### src/rtl/uart_rx_oversampler.sv
// uart_rx_oversampler
// Receive-side bit recovery for the UART core. The serial line is passed
// through a two-flop synchroniser, the start bit is detected and qualified,
// and every bit is recovered by a 2-of-3 majority vote over the three
// strobes around the middle of the bit. The acquisition strobe comes from
// the baudrate generator, N strobes per bit.
//
// Ports:
//   clk          system clock
//   rst          asynchronous active-low reset
//   AcqSig_i     1-clk acquisition strobe (may be held high: one step per clk)
//   AcqNum_i     strobes per bit N; values below MIN_ACQ are raised to MIN_ACQ
//   ParityEn_i   parity bit follows the data bits
//   ParityOdd_i  odd parity when 1, even parity when 0
//   Rx_i         asynchronous serial input, idle high
//   RxData_o     received character, LSB aligned, unused high bits zero
//   RxValid_o    1-clk pulse when RxData_o and the status flags are updated
//   ParityErr_o  parity mismatch of the last character (held)
//   FrameErr_o   stop bit voted 0 for the last character (held)
module uart_rx_oversampler #(
  parameter int DATA_BITS = 8,
  parameter int MIN_ACQ   = 4
) (
  input  logic       clk,
  input  logic       rst,
  input  logic       AcqSig_i,
  input  logic [4:0] AcqNum_i,
  input  logic       ParityEn_i,
  input  logic       ParityOdd_i,
  input  logic       Rx_i,
  output logic [7:0] RxData_o,
  output logic       RxValid_o,
  output logic       ParityErr_o,
  output logic       FrameErr_o
);

  localparam int CW = $clog2(DATA_BITS);

  typedef enum logic [2:0] {
    IDLE   = 3'd0,
    START  = 3'd1,
    DATA   = 3'd2,
    PARITY = 3'd3,
    STOP   = 3'd4
  } state_t;

  state_t state_reg, state_next;

  // Synchroniser
  logic sync_reg, rxs_reg;

  // Frame configuration, frozen at start detection
  logic [4:0] n_reg;
  logic       par_en_reg, par_odd_reg;

  // Bit timing and vote
  logic [4:0]           s_reg;
  logic                 samp0_reg, samp1_reg;
  logic [CW-1:0]        bit_cnt_reg;
  logic [DATA_BITS-1:0] data_reg;
  logic                 par_err_reg;
  logic                 armed_reg;

  // Decoded controls
  logic [4:0] acq_clamped;
  logic [4:0] mid;
  logic       at_v0, at_v1, at_vote, bit_end, last_data, voted;
  logic       load_cfg, take_s0, take_s1, shift_en, par_chk, deliver, arm_set;
  logic [7:0] data_ext;

  always_ff @(posedge clk or negedge rst) begin
    if (!rst) begin
      sync_reg <= 1'b1;
      rxs_reg  <= 1'b1;
    end else begin
      sync_reg <= Rx_i;
      rxs_reg  <= sync_reg;
    end
  end

  assign acq_clamped = (AcqNum_i < 5'(MIN_ACQ)) ? 5'(MIN_ACQ) : AcqNum_i;

  // With N >= 4 the three vote samples m-1, m, m+1 always fit inside the bit;
  // for N = 4 the vote and the end of the bit fall on the same strobe.
  assign mid       = n_reg >> 1;
  assign at_v0     = (s_reg == mid - 5'd1);
  assign at_v1     = (s_reg == mid);
  assign at_vote   = (s_reg == mid + 5'd1);
  assign bit_end   = (s_reg == n_reg - 5'd1);
  assign last_data = (bit_cnt_reg == CW'(DATA_BITS - 1));

  // The third sample is the live synchronised value at s = m+1
  assign voted = (samp0_reg & samp1_reg) | (samp0_reg & rxs_reg) | (samp1_reg & rxs_reg);

  // State register
  always_ff @(posedge clk or negedge rst) begin
    if (!rst) state_reg <= IDLE;
    else      state_reg <= state_next;
  end

  // Next-state logic
  always_comb begin
    state_next = state_reg;
    if (AcqSig_i) begin
      case (state_reg)
        IDLE:    if (!rxs_reg && armed_reg) state_next = START;
        START: begin
          if (at_vote && voted) state_next = IDLE;
          else if (bit_end)     state_next = DATA;
        end
        DATA:    if (bit_end && last_data) state_next = par_en_reg ? PARITY : STOP;
        PARITY:  if (bit_end) state_next = STOP;
        STOP:    if (at_vote) state_next = IDLE;
        default: state_next = IDLE;
      endcase
    end
  end

  // Control decode
  always_comb begin
    load_cfg = 1'b0;
    take_s0  = 1'b0;
    take_s1  = 1'b0;
    shift_en = 1'b0;
    par_chk  = 1'b0;
    deliver  = 1'b0;
    arm_set  = 1'b0;
    if (AcqSig_i) begin
      if (state_reg == IDLE) begin
        load_cfg = !rxs_reg && armed_reg;
        arm_set  = rxs_reg;
      end else begin
        take_s0 = at_v0;
        take_s1 = at_v1;
      end
      shift_en = (state_reg == DATA)   && at_vote;
      par_chk  = (state_reg == PARITY) && at_vote;
      deliver  = (state_reg == STOP)   && at_vote;
    end
  end

  // Sample counter, vote samples, configuration latch
  always_ff @(posedge clk or negedge rst) begin
    if (!rst) begin
      s_reg       <= '0;
      samp0_reg   <= 1'b1;
      samp1_reg   <= 1'b1;
      n_reg       <= 5'(MIN_ACQ);
      par_en_reg  <= 1'b0;
      par_odd_reg <= 1'b0;
      bit_cnt_reg <= '0;
      par_err_reg <= 1'b0;
      armed_reg   <= 1'b1;
    end else begin
      if (load_cfg) begin
        // The detecting strobe is s = 0, so the next one is s = 1
        s_reg       <= 5'd1;
        n_reg       <= acq_clamped;
        par_en_reg  <= ParityEn_i;
        par_odd_reg <= ParityOdd_i;
        bit_cnt_reg <= '0;
        par_err_reg <= 1'b0;
      end else if (AcqSig_i && state_reg != IDLE) begin
        s_reg <= bit_end ? 5'd0 : s_reg + 5'd1;
        if (state_reg == DATA && bit_end && !last_data)
          bit_cnt_reg <= bit_cnt_reg + CW'(1);
      end
      if (take_s0) samp0_reg <= rxs_reg;
      if (take_s1) samp1_reg <= rxs_reg;
      if (par_chk) par_err_reg <= voted ^ (^data_reg) ^ par_odd_reg;
      // A break (stop voted 0) disarms until the line is seen idle again
      if (deliver && !voted) armed_reg <= 1'b0;
      else if (arm_set)      armed_reg <= 1'b1;
    end
  end

  // Data bits, one flop per position
  generate
    for (genvar gi = 0; gi < DATA_BITS; gi++) begin : g_data
      always_ff @(posedge clk or negedge rst) begin
        if (!rst)
          data_reg[gi] <= 1'b0;
        else if (load_cfg)
          data_reg[gi] <= 1'b0;
        else if (shift_en && bit_cnt_reg == CW'(gi))
          data_reg[gi] <= voted;
      end
    end
  endgenerate

  always_comb begin
    data_ext = '0;
    data_ext[DATA_BITS-1:0] = data_reg;
  end

  // Output registers, updated at the stop-bit vote
  always_ff @(posedge clk or negedge rst) begin
    if (!rst) begin
      RxValid_o   <= 1'b0;
      RxData_o    <= '0;
      ParityErr_o <= 1'b0;
      FrameErr_o  <= 1'b0;
    end else begin
      RxValid_o <= deliver;
      if (deliver) begin
        RxData_o    <= data_ext;
        ParityErr_o <= par_en_reg & par_err_reg;
        FrameErr_o  <= ~voted;
      end
    end
  end

endmodule

### config.mk
export PLATFORM = sky130hd
export DESIGN_NAME = uart_rx_oversampler
export DESIGN_NICKNAME = d
export VERILOG_FILES = /design/src/rtl/uart_rx_oversampler.sv
export SDC_FILE = /design/constraint.sdc
export NUM_CORES = 1
export LEC_CHECK = 0
export BUFFER_PORTS_ARGS = -buffer_cell sky130_fd_sc_hd__buf_2
export CAP_MARGIN = 30
export CORE_MARGIN = 2
export CORE_UTILIZATION = 40
export DETAILED_ROUTE_END_ITERATION = 8
export PLACE_DENSITY = 0.61
export SKIP_CTS_REPAIR_TIMING = 1
export SLEW_MARGIN = 10
export SYNTH_ARGS = -nofsm -noshare
export SYNTH_HDL_FRONTEND = slang
export SYNTH_SLANG_ARGS = --single-unit
### constraint.sdc
create_clock -name clk -period 2.6 [get_ports clk]
set_input_delay 0.52 -clock clk [delete_from_list [all_inputs] [get_ports clk]]
set_output_delay 0.52 -clock clk [all_outputs]
set_load 0.03 [all_outputs]
==> run metrics <==
Clk Tree Root Cell clkbuf_8; CTS Buffer Depth 2; Core Rows 29; largest net degree at the start of global routing 43; hpwl dp between 3000 and 4000 um; Highest Clock Rate roughly 420 MHz; synth top area cells dfrtp_1, xnor2_1, dfstp_2; initial antenna violation count 0; H-tree Lvls 2; layout cell share with drive strength beyond 1 23.0%; slowest cell on the critical path dfstp_2; post-synthesis compound-gate area fraction between 10% and 20%; worst r2r src n_reg[2]; CP Launch Type register; Rel. slew slack approximately two thirds; NumNets Final 290; Avg Cell Area, Syn between 10 and 15 um2; kind of end point of the critical path register; cell count after synthesis approximately 250; Crit path buffers/inverters 2; pre-CTS WS between 0.15 and 0.2 ns; clock period minus worst slack ~2.4 ns; Die Wd 84.0 um; io pins 22; worst skew pair latency 0.30 ns; Reg2Reg Capture Point data_ext[6]; first-pass GRT wire length about 8600 um; DR WL/cell approximately 14 um; setup TNS 0 ns; Pre-Repair DR Iteration Count 4; peak supply drop 0.495 mV; Simple-Gate Fraction of Synth Area around 17%; Post-synth EDFFs 0; fill count 609; Synth Area in Adders around 5.4%; Crit Path Class reg -> reg; Initial Utilization 40.8%; register bit total from synthesis 43; clk sinks 43; pins over their slew limit 0; area delta synth->final 10.6%; Die Height approximately 84 um; final setup violating endpoints 0; r2r worst-path depth 9; Inserted Diodes 0; clock slew at reported path FFs ~0.080 ns; worst-path maximum fanout 8; xor/xnor share of the synthesized area under 10%; commonest non-fill, non-tap cell in the layout dfrtp_1; CTS buffer count 5; RSZ-0062 raised after global routing no; post-synth cell types 52; # DRC 0; Core Footprint ~0.0063 mm2; number of global-route vias before repair ~1800; Post-synth ARST share 100%; post-synth top area cell dfrtp_1; vias approximately 1800; initial DRC count around 110; top_reg_cell synth dfrtp_1; register area roughly 0.0011 mm2; Synth top area share a little over a third; CP Cell Sequence inv_1 > ha_1 > xor2_1 > nor2_2 > o2111ai_4 > buf_4 > nor3_4 > nand3_1 > mux2i_1; CTS tree done; CP required roughly 2.8 ns; sequential fraction of the synthesis area a little over two fifths; remaining global-route overflow 0; IO Port Bufs 21; most frequent cells in the layout dfrtp_1, nand2_1, buf_2; final hold vios 0; remaining antenna violation count 0; mux cell area share after synthesis ~9.2%; total die area around 0.0071 mm2; main combinational cell family by area after synthesis simple AND/OR/NAND/NOR gates; Worst Path Arrival between 2 and 3 ns; Slew @ Worst Pin a little over 0.5 ns; GP Congestion between 0.7 and 0.8; r2r setup slk 0.22 ns; worst min path class in -> async; family with the most delay on the worst path flip-flops; number of vias per cell between 5 and 6; critical path's largest stage delay roughly 0.6 ns; P_leak ~1.3 nW; area of the multi-input gates around 0.0014 mm2; outcome completed; total track usage between 15 and 20%; Tcrit/Tclk final about nine tenths; Cell Pwr Density around 1000 mW/mm2; Synthesized Nets 267; max capacitance violation total 0; synth warn 0; Post-Route WL just under 5000 um; worst setup margin roughly 0.22 ns; Worst Skew 0.00836 ns; Post-Syn Area 0.00256 mm2
==> through the flow <==
stage | hold slack (ns) | power [mW] | util (%) | instances | area, um2
final | 0.0793 | 2.82 | 45.1 | 346 | 2830
after global routing | 0.0879 | 3.05 | 45.1 | 346 | 2830
after CTS | 0.306 | 2.83 | 44.7 | 345 | 2810
after detailed placement | 0.348 | 2.40 | 43.4 | 337 | 2720
after global placement | 0.346 | 2.37 | 43.4 | 337 | 2720
after floorplan | 0.224 | 2.16 | - | 245 | 2560
==> cells in the mapped netlist (all sizes together) (2+ instances only) <==
| cell type | instances |
|---|---|
| xnor2 | 21 |
| a21o | 3 |
| mux2i | 10 |
| o2111ai | 2 |
| nand4 | 2 |
| and2b | 2 |
| xor2 | 6 |
| clkbuf | 2 |
| nor3 | 7 |
| o31ai | 2 |
| nand2 | 33 |
| nor4 | 2 |
| dfrtp | 37 |
| o21a | 2 |
| nand3 | 13 |
| o211ai | 3 |
| o311ai | 2 |
| mux2 | 12 |
| o21ai | 11 |
| a21oi | 8 |
| ha | 11 |
| or3 | 2 |
| nor2 | 12 |
| o21ba | 2 |
| dfstp | 6 |
| buf | 9 |
| inv | 11 |
==> how the worst max path moves through the flow <==
stage                        start        endpoint  depth (start not counted)  slack (ns)
after floorplan           n_reg[2]     RxData_o[3]                          8        0.28
after global placement    n_reg[2]     data_ext[4]                          9        0.20
after detailed placement  n_reg[2]     data_ext[4]                          9        0.16
after CTS                 n_reg[2]     data_ext[4]                          9        0.14
after global routing      n_reg[2]  bit_cnt_reg[2]                          8        0.03
final                     n_reg[2]     data_ext[6]                          9        0.22
==> kinds of logic (layout without fill, tap and decap cells) <==
kind of cell,count (synthesis),count (layout)
multiplexers,22,22
AO/OA/AOI/OAI,41,41
adder cells (fa/ha/maj),11,11
buffers and inverters,22,46
AND/OR/NAND/NOR,79,79
flip-flops,43,43
XOR/XNOR,27,27
==> final cells by class <==
| type | instances | share of cell area (%) |
|---|---|---|
| multi-input cells | 180 | 48.1 |
| flip-flops and latches | 43 | 38.3 |
| repair buffers | 27 | 5.75 |
| well taps | 77 | 3.40 |
| clock buffers | 6 | 2.56 |
| inverters | 11 | 1.46 |
| clock inverters | 2 | 0.442 |
==> layer usage <==
metal  vias up  share of wire [%]  GRT usage, %
li1        892                  -             -
met1       877                 52          22.2
met2        28                 43          23.1
met3         6                3.4          3.26
met4         0                1.5          5.28
met5         -                  0             0
==> report_power, final <==
part / leakage, nW / internal (mW) / switching (mW) / total, mW
Clock: 0.0412 / 0.188 / 0.230 / 0.418
Combinational: 0.742 / 0.590 / 0.694 / 1.28
Sequential: 0.559 / 0.842 / 0.277 / 1.12
Note: power is estimated with default switching activity, not from simulation.
